===== config.mk =====
export PLATFORM = sky130hd
export DESIGN_NAME = uart_rx
export DESIGN_NICKNAME = d
export VERILOG_FILES = /design/src/rtl/uart_rx.sv
export SDC_FILE = /design/constraint.sdc
export NUM_CORES = 1
export LEC_CHECK = 0
export ABC_AREA = 0
export BUFFER_PORTS_ARGS = -buffer_cell sky130_fd_sc_hd__buf_2
export CAP_MARGIN = 40
export CORE_ASPECT_RATIO = 0.9
export CORE_MARGIN = 5
export CORE_UTILIZATION = 61
export DETAILED_ROUTE_END_ITERATION = 6
export PLACE_DENSITY = 0.84
export SYNTH_ARGS = -nofsm -noshare
export SYNTH_HDL_FRONTEND = slang
export SYNTH_SLANG_ARGS = --single-unit

===== constraint.sdc =====
create_clock -name clk -period 3.35 [get_ports clk]
set_input_delay 0.67 -clock clk [delete_from_list [all_inputs] [get_ports clk]]
set_output_delay 0.67 -clock clk [all_outputs]
set_load 0.005 [all_outputs]

===== src/rtl/uart_rx.sv =====
// UART receiver: 2-flop synchronized input, mid-bit sampling, LSB-first data, optional even parity.
// Define UART_RX_PARITY_EN to compile in the PARITY state; otherwise parity_err is tied low.
module uart_rx #(
    parameter int DATA_BIT_COUNT   = 8,
    parameter int PARITY_BIT_COUNT = 0,
    parameter int STOP_BIT_COUNT   = 1,
    parameter int CLK_PER_BIT      = 8
) (
    input  logic                      clk,
    input  logic                      rst_n,
    input  logic                      serial,
    output logic [DATA_BIT_COUNT-1:0] data,
    output logic                      data_valid,
    output logic                      busy,
    output logic                      frame_err,
    output logic                      parity_err
);

    localparam int BIT_MAX   = (DATA_BIT_COUNT > STOP_BIT_COUNT) ? DATA_BIT_COUNT : STOP_BIT_COUNT;
    localparam int CLK_CNT_W = $clog2(CLK_PER_BIT);
    localparam int BIT_CNT_W = $clog2(BIT_MAX);

    localparam logic [CLK_CNT_W-1:0] HALF_LAST = CLK_CNT_W'(CLK_PER_BIT / 2 - 1);
    localparam logic [CLK_CNT_W-1:0] FULL_LAST = CLK_CNT_W'(CLK_PER_BIT - 1);
    localparam logic [BIT_CNT_W-1:0] DATA_LAST = BIT_CNT_W'(DATA_BIT_COUNT - 1);
    localparam logic [BIT_CNT_W-1:0] STOP_LAST = BIT_CNT_W'(STOP_BIT_COUNT - 1);

    if (DATA_BIT_COUNT < 5 || DATA_BIT_COUNT > 9) begin : g_bad_data_bits
        $error("uart_rx: DATA_BIT_COUNT must be 5..9");
    end
    if (PARITY_BIT_COUNT < 0 || PARITY_BIT_COUNT > 1) begin : g_bad_parity_bits
        $error("uart_rx: PARITY_BIT_COUNT must be 0 or 1");
    end
    if (STOP_BIT_COUNT < 1 || STOP_BIT_COUNT > 2) begin : g_bad_stop_bits
        $error("uart_rx: STOP_BIT_COUNT must be 1 or 2");
    end
    if (CLK_PER_BIT < 4) begin : g_bad_clk_per_bit
        $error("uart_rx: CLK_PER_BIT must be at least 4");
    end
`ifdef UART_RX_PARITY_EN
    if (PARITY_BIT_COUNT == 1 && DATA_BIT_COUNT > 8) begin : g_bad_parity_width
        $error("uart_rx: parity requires DATA_BIT_COUNT <= 8");
    end
`endif

    typedef enum logic [2:0] {
        S_IDLE      = 3'd0,
        S_START     = 3'd1,
        S_DATA      = 3'd2,
`ifdef UART_RX_PARITY_EN
        S_PARITY    = 3'd3,
`endif
        S_STOP      = 3'd4,
        S_WAIT_IDLE = 3'd5
    } state_t;

    state_t                    r_state;
    logic [1:0]                r_sync;
    logic [CLK_CNT_W-1:0]      r_clk_cnt;
    logic [BIT_CNT_W-1:0]      r_bit_cnt;
    logic [DATA_BIT_COUNT-1:0] r_shift;
    logic                      r_stop_bad;
    logic                      w_rx;
    logic                      w_par_bad;

    assign w_rx = r_sync[1];
    assign busy = (r_state != S_IDLE);

`ifdef UART_RX_PARITY_EN
    logic r_par_bad;
    assign w_par_bad = r_par_bad;
`else
    assign w_par_bad  = 1'b0;
    assign parity_err = 1'b0;
`endif

    always_ff @(posedge clk or negedge rst_n) begin
        if (!rst_n) begin
            r_state    <= S_IDLE;
            r_sync     <= 2'b11;
            r_clk_cnt  <= '0;
            r_bit_cnt  <= '0;
            r_shift    <= '0;
            r_stop_bad <= 1'b0;
            data       <= '0;
            data_valid <= 1'b0;
            frame_err  <= 1'b0;
`ifdef UART_RX_PARITY_EN
            r_par_bad  <= 1'b0;
            parity_err <= 1'b0;
`endif
        end else begin
            r_sync     <= {r_sync[0], serial};
            data_valid <= 1'b0;
            frame_err  <= 1'b0;
`ifdef UART_RX_PARITY_EN
            parity_err <= 1'b0;
`endif
            case (r_state)
                S_IDLE: begin
                    if (!w_rx) begin
                        r_state   <= S_START;
                        r_clk_cnt <= '0;
                    end
                end

                S_START: begin
                    // A start bit that is high again at mid-bit was a glitch.
                    if (r_clk_cnt == HALF_LAST) begin
                        r_clk_cnt <= '0;
                        r_bit_cnt <= '0;
                        r_state   <= w_rx ? S_IDLE : S_DATA;
                    end else begin
                        r_clk_cnt <= r_clk_cnt + 1'b1;
                    end
                end

                S_DATA: begin
                    if (r_clk_cnt == FULL_LAST) begin
                        r_clk_cnt <= '0;
                        r_shift   <= {w_rx, r_shift[DATA_BIT_COUNT-1:1]};
                        if (r_bit_cnt == DATA_LAST) begin
                            r_bit_cnt  <= '0;
                            r_stop_bad <= 1'b0;
`ifdef UART_RX_PARITY_EN
                            r_par_bad  <= 1'b0;
                            r_state    <= (PARITY_BIT_COUNT != 0) ? S_PARITY : S_STOP;
`else
                            r_state    <= S_STOP;
`endif
                        end else begin
                            r_bit_cnt <= r_bit_cnt + 1'b1;
                        end
                    end else begin
                        r_clk_cnt <= r_clk_cnt + 1'b1;
                    end
                end

`ifdef UART_RX_PARITY_EN
                S_PARITY: begin
                    // Even parity: data plus parity bit must hold an even number of ones.
                    if (r_clk_cnt == FULL_LAST) begin
                        r_clk_cnt <= '0;
                        r_par_bad <= ^{w_rx, r_shift};
                        r_state   <= S_STOP;
                    end else begin
                        r_clk_cnt <= r_clk_cnt + 1'b1;
                    end
                end
`endif

                S_STOP: begin
                    if (r_clk_cnt == FULL_LAST) begin
                        r_clk_cnt <= '0;
                        if (r_bit_cnt == STOP_LAST) begin
                            r_bit_cnt <= '0;
                            if (r_stop_bad || !w_rx) begin
                                frame_err  <= 1'b1;
`ifdef UART_RX_PARITY_EN
                                parity_err <= w_par_bad;
`endif
                                r_state    <= S_WAIT_IDLE;
                            end else if (w_par_bad) begin
`ifdef UART_RX_PARITY_EN
                                parity_err <= 1'b1;
`endif
                                r_state    <= S_IDLE;
                            end else begin
                                data       <= r_shift;
                                data_valid <= 1'b1;
                                r_state    <= S_IDLE;
                            end
                        end else begin
                            r_stop_bad <= r_stop_bad | ~w_rx;
                            r_bit_cnt  <= r_bit_cnt + 1'b1;
                        end
                    end else begin
                        r_clk_cnt <= r_clk_cnt + 1'b1;
                    end
                end

                S_WAIT_IDLE: begin
                    // A held-low line (break) must not look like a new start bit.
                    if (w_rx) begin
                        r_state <= S_IDLE;
                    end
                end

                default: r_state <= S_IDLE;
            endcase
        end
    end

endmodule


==> metrics.txt <==
# TYPE chip_impl_metric gauge
chip_impl_info{name="crit_slowest_cell",value="sky130_fd_sc_hd__dfrtp_1"} 1
chip_impl_metric{name="final.setup_skew",unit="ps"} 18.5
chip_impl_info{name="layout.cells.most_common_list",value="sky130_fd_sc_hd__dfrtp_1, sky130_fd_sc_hd__mux2_2, sky130_fd_sc_hd__buf_2"} 1
chip_impl_info{name="outcome",value="complete, no violations"} 1
chip_impl_metric{name="synth_compound_gate_area_share",unit="%"} 7.75
chip_impl_metric{name="worst_case_clock_buffer_depth",unit=""} 2
chip_impl_metric{name="grt_overflow",unit=""} 0
chip_impl_metric{name="postCtsSetupBuffers",unit=""} 0
chip_impl_metric{name="grt_pass1_wl",unit="um"} 4180
chip_impl_info{name="min-delay-path-class",value="input port to asynchronous set/reset pin"} 1
chip_impl_metric{name="crit_path_dat",unit="ps"} 1590
chip_impl_metric{name="slew_headroom",unit="%"} 53.2
chip_impl_metric{name="groute.usage.overall",unit="%"} 16.6
chip_impl_metric{name="hpwl",unit="um"} 1670
chip_impl_metric{name="ys_seq_area_share",unit="%"} 52.4
chip_impl_metric{name="area_growth",unit="%"} 8.62
chip_impl_metric{name="dieArea",unit="um2"} 3430
chip_impl_metric{name="synthesized_area_fraction_occupied_by_xor_and_xnor_cells",unit="%"} 1.22
chip_impl_metric{name="die_h",unit="um"} 56.0
chip_impl_metric{name="cts_sinks",unit=""} 30
chip_impl_metric{name="placeableCoreArea",unit="um2"} 2220
chip_impl_metric{name="clock_insertion_delay_at_the_later_pin_of_the_skew_report",unit="ps"} 340
chip_impl_info{name="dominant_combinational_cell_family_by_area_after_synthesis",value="multiplexers"} 1
chip_impl_metric{name="timing.critical_path.slowest_cell_delay",unit="ps"} 590
chip_impl_metric{name="critical_path_peak_fanout",unit=""} 19
chip_impl_metric{name="worst_slew_pin_slew",unit="ps"} 698
chip_impl_metric{name="postLayoutSetupSlackWorst",unit="ps"} 1090
chip_impl_metric{name="post_synth_mux_area_share",unit="%"} 15.7
chip_impl_info{name="start_kind",value="flip-flop"} 1
chip_impl_metric{name="ys_types",unit=""} 39
chip_impl_info{name="setup_repair_after_global_routing_missed_its_margin",value="no"} 1
chip_impl_metric{name="syn_area",unit="um2"} 1440
chip_impl_metric{name="clkTransAtPathRegs",unit="ps"} 100
chip_impl_metric{name="netlist_instances",unit=""} 114
chip_impl_metric{name="power_switching_share",unit="%"} 36.5
chip_impl_metric{name="antenna_found_initial",unit=""} 0
chip_impl_metric{name="port_buffers",unit=""} 13
chip_impl_metric{name="combinationalPowerShare",unit="%"} 31.5
chip_impl_metric{name="syn-mean-instance-area",unit="um2"} 12.6
chip_impl_metric{name="via_count_of_the_first_global_routing_pass",unit=""} 872
chip_impl_metric{name="place.gp.congestion",unit=""} 0.877
chip_impl_metric{name="boundaryPins",unit=""} 15
chip_impl_metric{name="finalSetupTns",unit="ps"} 0
chip_impl_metric{name="nNetsFinal",unit=""} 138
chip_impl_metric{name="ir_drop",unit="uV"} 517
chip_impl_metric{name="cts.htree.levels",unit=""} 2
chip_impl_metric{name="yosys.area_share.adder",unit="%"} 5.92
chip_impl_metric{name="postCtsResizedCells",unit=""} 0
chip_impl_info{name="yosys_most_used_dff",value="sky130_fd_sc_hd__dfrtp_1"} 1
chip_impl_metric{name="row_count",unit=""} 16
chip_impl_metric{name="dr.first_iter.drc_count",unit=""} 23
chip_impl_metric{name="worst-endpoint-required",unit="ps"} 2680
chip_impl_metric{name="clkPwrFrac",unit="%"} 20.0
chip_impl_metric{name="period_share",unit="%"} 67.4
chip_impl_metric{name="hold-worst-slack",unit="ps"} 341
chip_impl_metric{name="layoutNonFillerInstCount",unit=""} 157
chip_impl_metric{name="place_inst",unit=""} 149
chip_impl_metric{name="floorplan.die.width",unit="um"} 61.2
chip_impl_metric{name="achievable-frequency",unit="GHz"} 0.443
chip_impl_metric{name="power.internal",unit="uW"} 638
chip_impl_info{name="clockRootBuffer",value="sky130_fd_sc_hd__clkbuf_4"} 1
chip_impl_metric{name="diodes",unit=""} 0
chip_impl_info{name="worstSetupPathType",value="flip-flop to primary output"} 1
chip_impl_metric{name="syn-num-nets",unit=""} 123
chip_impl_info{name="synthTopCellsByArea",value="sky130_fd_sc_hd__dfrtp_1, sky130_fd_sc_hd__mux2_2, sky130_fd_sc_hd__ha_1"} 1
chip_impl_metric{name="pre_cts_slack",unit="ps"} 1370
chip_impl_metric{name="post-route-util",unit="%"} 70.2
chip_impl_metric{name="setup_violations",unit=""} 0
chip_impl_info{name="mostFrequentLayoutCell",value="sky130_fd_sc_hd__dfrtp_1"} 1
chip_impl_metric{name="drive_gt1_share",unit="%"} 35.4
chip_impl_metric{name="min_period",unit="ps"} 2260
chip_impl_metric{name="ant_nets",unit=""} 0
chip_impl_metric{name="vias_per_cell",unit=""} 5.77
chip_impl_metric{name="power.density_cell_area",unit="nW/um2"} 645
chip_impl_metric{name="edff_count_synth",unit=""} 0
chip_impl_metric{name="seq_power_share",unit="%"} 48.5
chip_impl_info{name="cell_family_with_most_cp_delay",value="flip-flops"} 1
chip_impl_info{name="crit_path_cell_trace",value="nor3_1 > inv_1 > buf_2"} 1
chip_impl_metric{name="timing.max_cap.violations",unit=""} 0
chip_impl_metric{name="ctsHoldBuffers",unit=""} 0
chip_impl_metric{name="wirelength",unit="um"} 2400
chip_impl_metric{name="synth-warning-count",unit=""} 0
chip_impl_metric{name="power.net_switching",unit="uW"} 367
chip_impl_metric{name="simple_gate_portion_of_the_synthesized_area",unit="%"} 13.9
chip_impl_metric{name="hold_viol",unit=""} 0
chip_impl_metric{name="netlist.area_leader.share",unit="%"} 48.8
chip_impl_metric{name="inserted_clock_buffers",unit=""} 5
chip_impl_info{name="cts_tree",value="done"} 1
chip_impl_metric{name="static_leakage_power",unit="uW"} 0.000793
chip_impl_metric{name="route.vias.total",unit=""} 906
chip_impl_metric{name="total_drc_errors_in_the_routed_layout",unit=""} 0
chip_impl_metric{name="drt-pass1-iter-count",unit=""} 4
chip_impl_metric{name="drt-wirelength-per-cell",unit="um"} 15.3
chip_impl_info{name="worstSetupEndpointType",value="primary output"} 1
chip_impl_metric{name="crit_buf_inv",unit=""} 2
chip_impl_info{name="post-synth-top-area-cell",value="sky130_fd_sc_hd__dfrtp_1"} 1
chip_impl_metric{name="initial_utilization",unit="%"} 64.6
chip_impl_metric{name="synth-async-reset-ratio",unit="%"} 100
chip_impl_metric{name="synth_seq_cells",unit=""} 30
chip_impl_metric{name="maxSlewViolCount",unit=""} 0
chip_impl_metric{name="grt_start_max_net_pins",unit=""} 31
==> cell type report <==
| class | count | area [um2] |
|---|---|---|
| Clock buffer | 6 | 41.3 |
| Timing Repair Buffer | 13 | 65.1 |
| Tap cell | 27 | 33.8 |
| Clock inverter | 2 | 10.0 |
| Sequential cell | 30 | 753 |
| Fill cell | 164 | 662 |
| Inverter | 4 | 15.0 |
| Multi-Input combinational cell | 75 | 642 |
==> sequential cells by signal (all words and copies together) (netlist names) <==
signal and cells:
r_clk_cnt 3, r_state 3, r_sync 2, r_bit_cnt 3, r_stop_bad 1, data_valid 1, data 8, frame_err 1
r_shift 8
==> power by group through the flow <==
stage          registers (uW)  clock network [uW]  logic (uW)
2_1_floorplan             436                   0         304
3_3_place_gp              490                   0         303
3_5_place_dp              493                   0         316
4_1_cts                   485                 207         319
5_1_grt                   500                 226         364
6_report                  488                 202         316
==> routing by layer <==
metal	vias to the layer above	share of wire (%)	GRT usage, %
met1	444	47	23.2
met3	4	6.0	6.96
met5	-	0	0
li1	437	-	-
met4	0	1.2	5.57
met2	21	46	23.0
==> through the flow <==
step / area, um2 / total power [uW]
global placement: 1510 / 793
global route: 1560 / 1090
detailed placement: 1510 / 809
finish: 1560 / 1010
floorplan: 1440 / 741
CTS: 1560 / 1010
==> synth_stat cells (all sizes together), types with 2 or more instances <==
library cell and number:
dfrtp 28, buf 5, inv 4, nor2 5, dfstp 2, o21ai 2
nand2b 4, mux2 20, nor3 7, nand2 2, nor2b 2, a22o 4
ha 6, xor2 2, nor3b 2
==> kinds of logic (layout without fill, tap and decap cells) <==
logic type / after synthesis / count (layout)
and+or+nand+nor: 31 / 31
AOI/OAI and AO/OA: 14 / 14
muxes: 20 / 20
DFF: 30 / 30
xor gates and xnor gates: 2 / 2
adders and majority gates: 7 / 7
buffers and inverters: 9 / 25
other: 1 / 1
==> final timing paths <==
kind	startpoint	end	slack (ps)	cells after the start
min in group clk	r_sync[0]	r_sync[1]	380	0
min	rst_n	frame_err	340	1
max in group asynchronous	rst_n	r_clk_cnt[1]	2570	1
max	r_state[0]	busy	1090	3
min reg2reg	r_sync[0]	r_sync[1]	380	0
max reg2reg	r_clk_cnt[0]	r_state[2]	1370	5
Power figures use the tool's default switching activity.
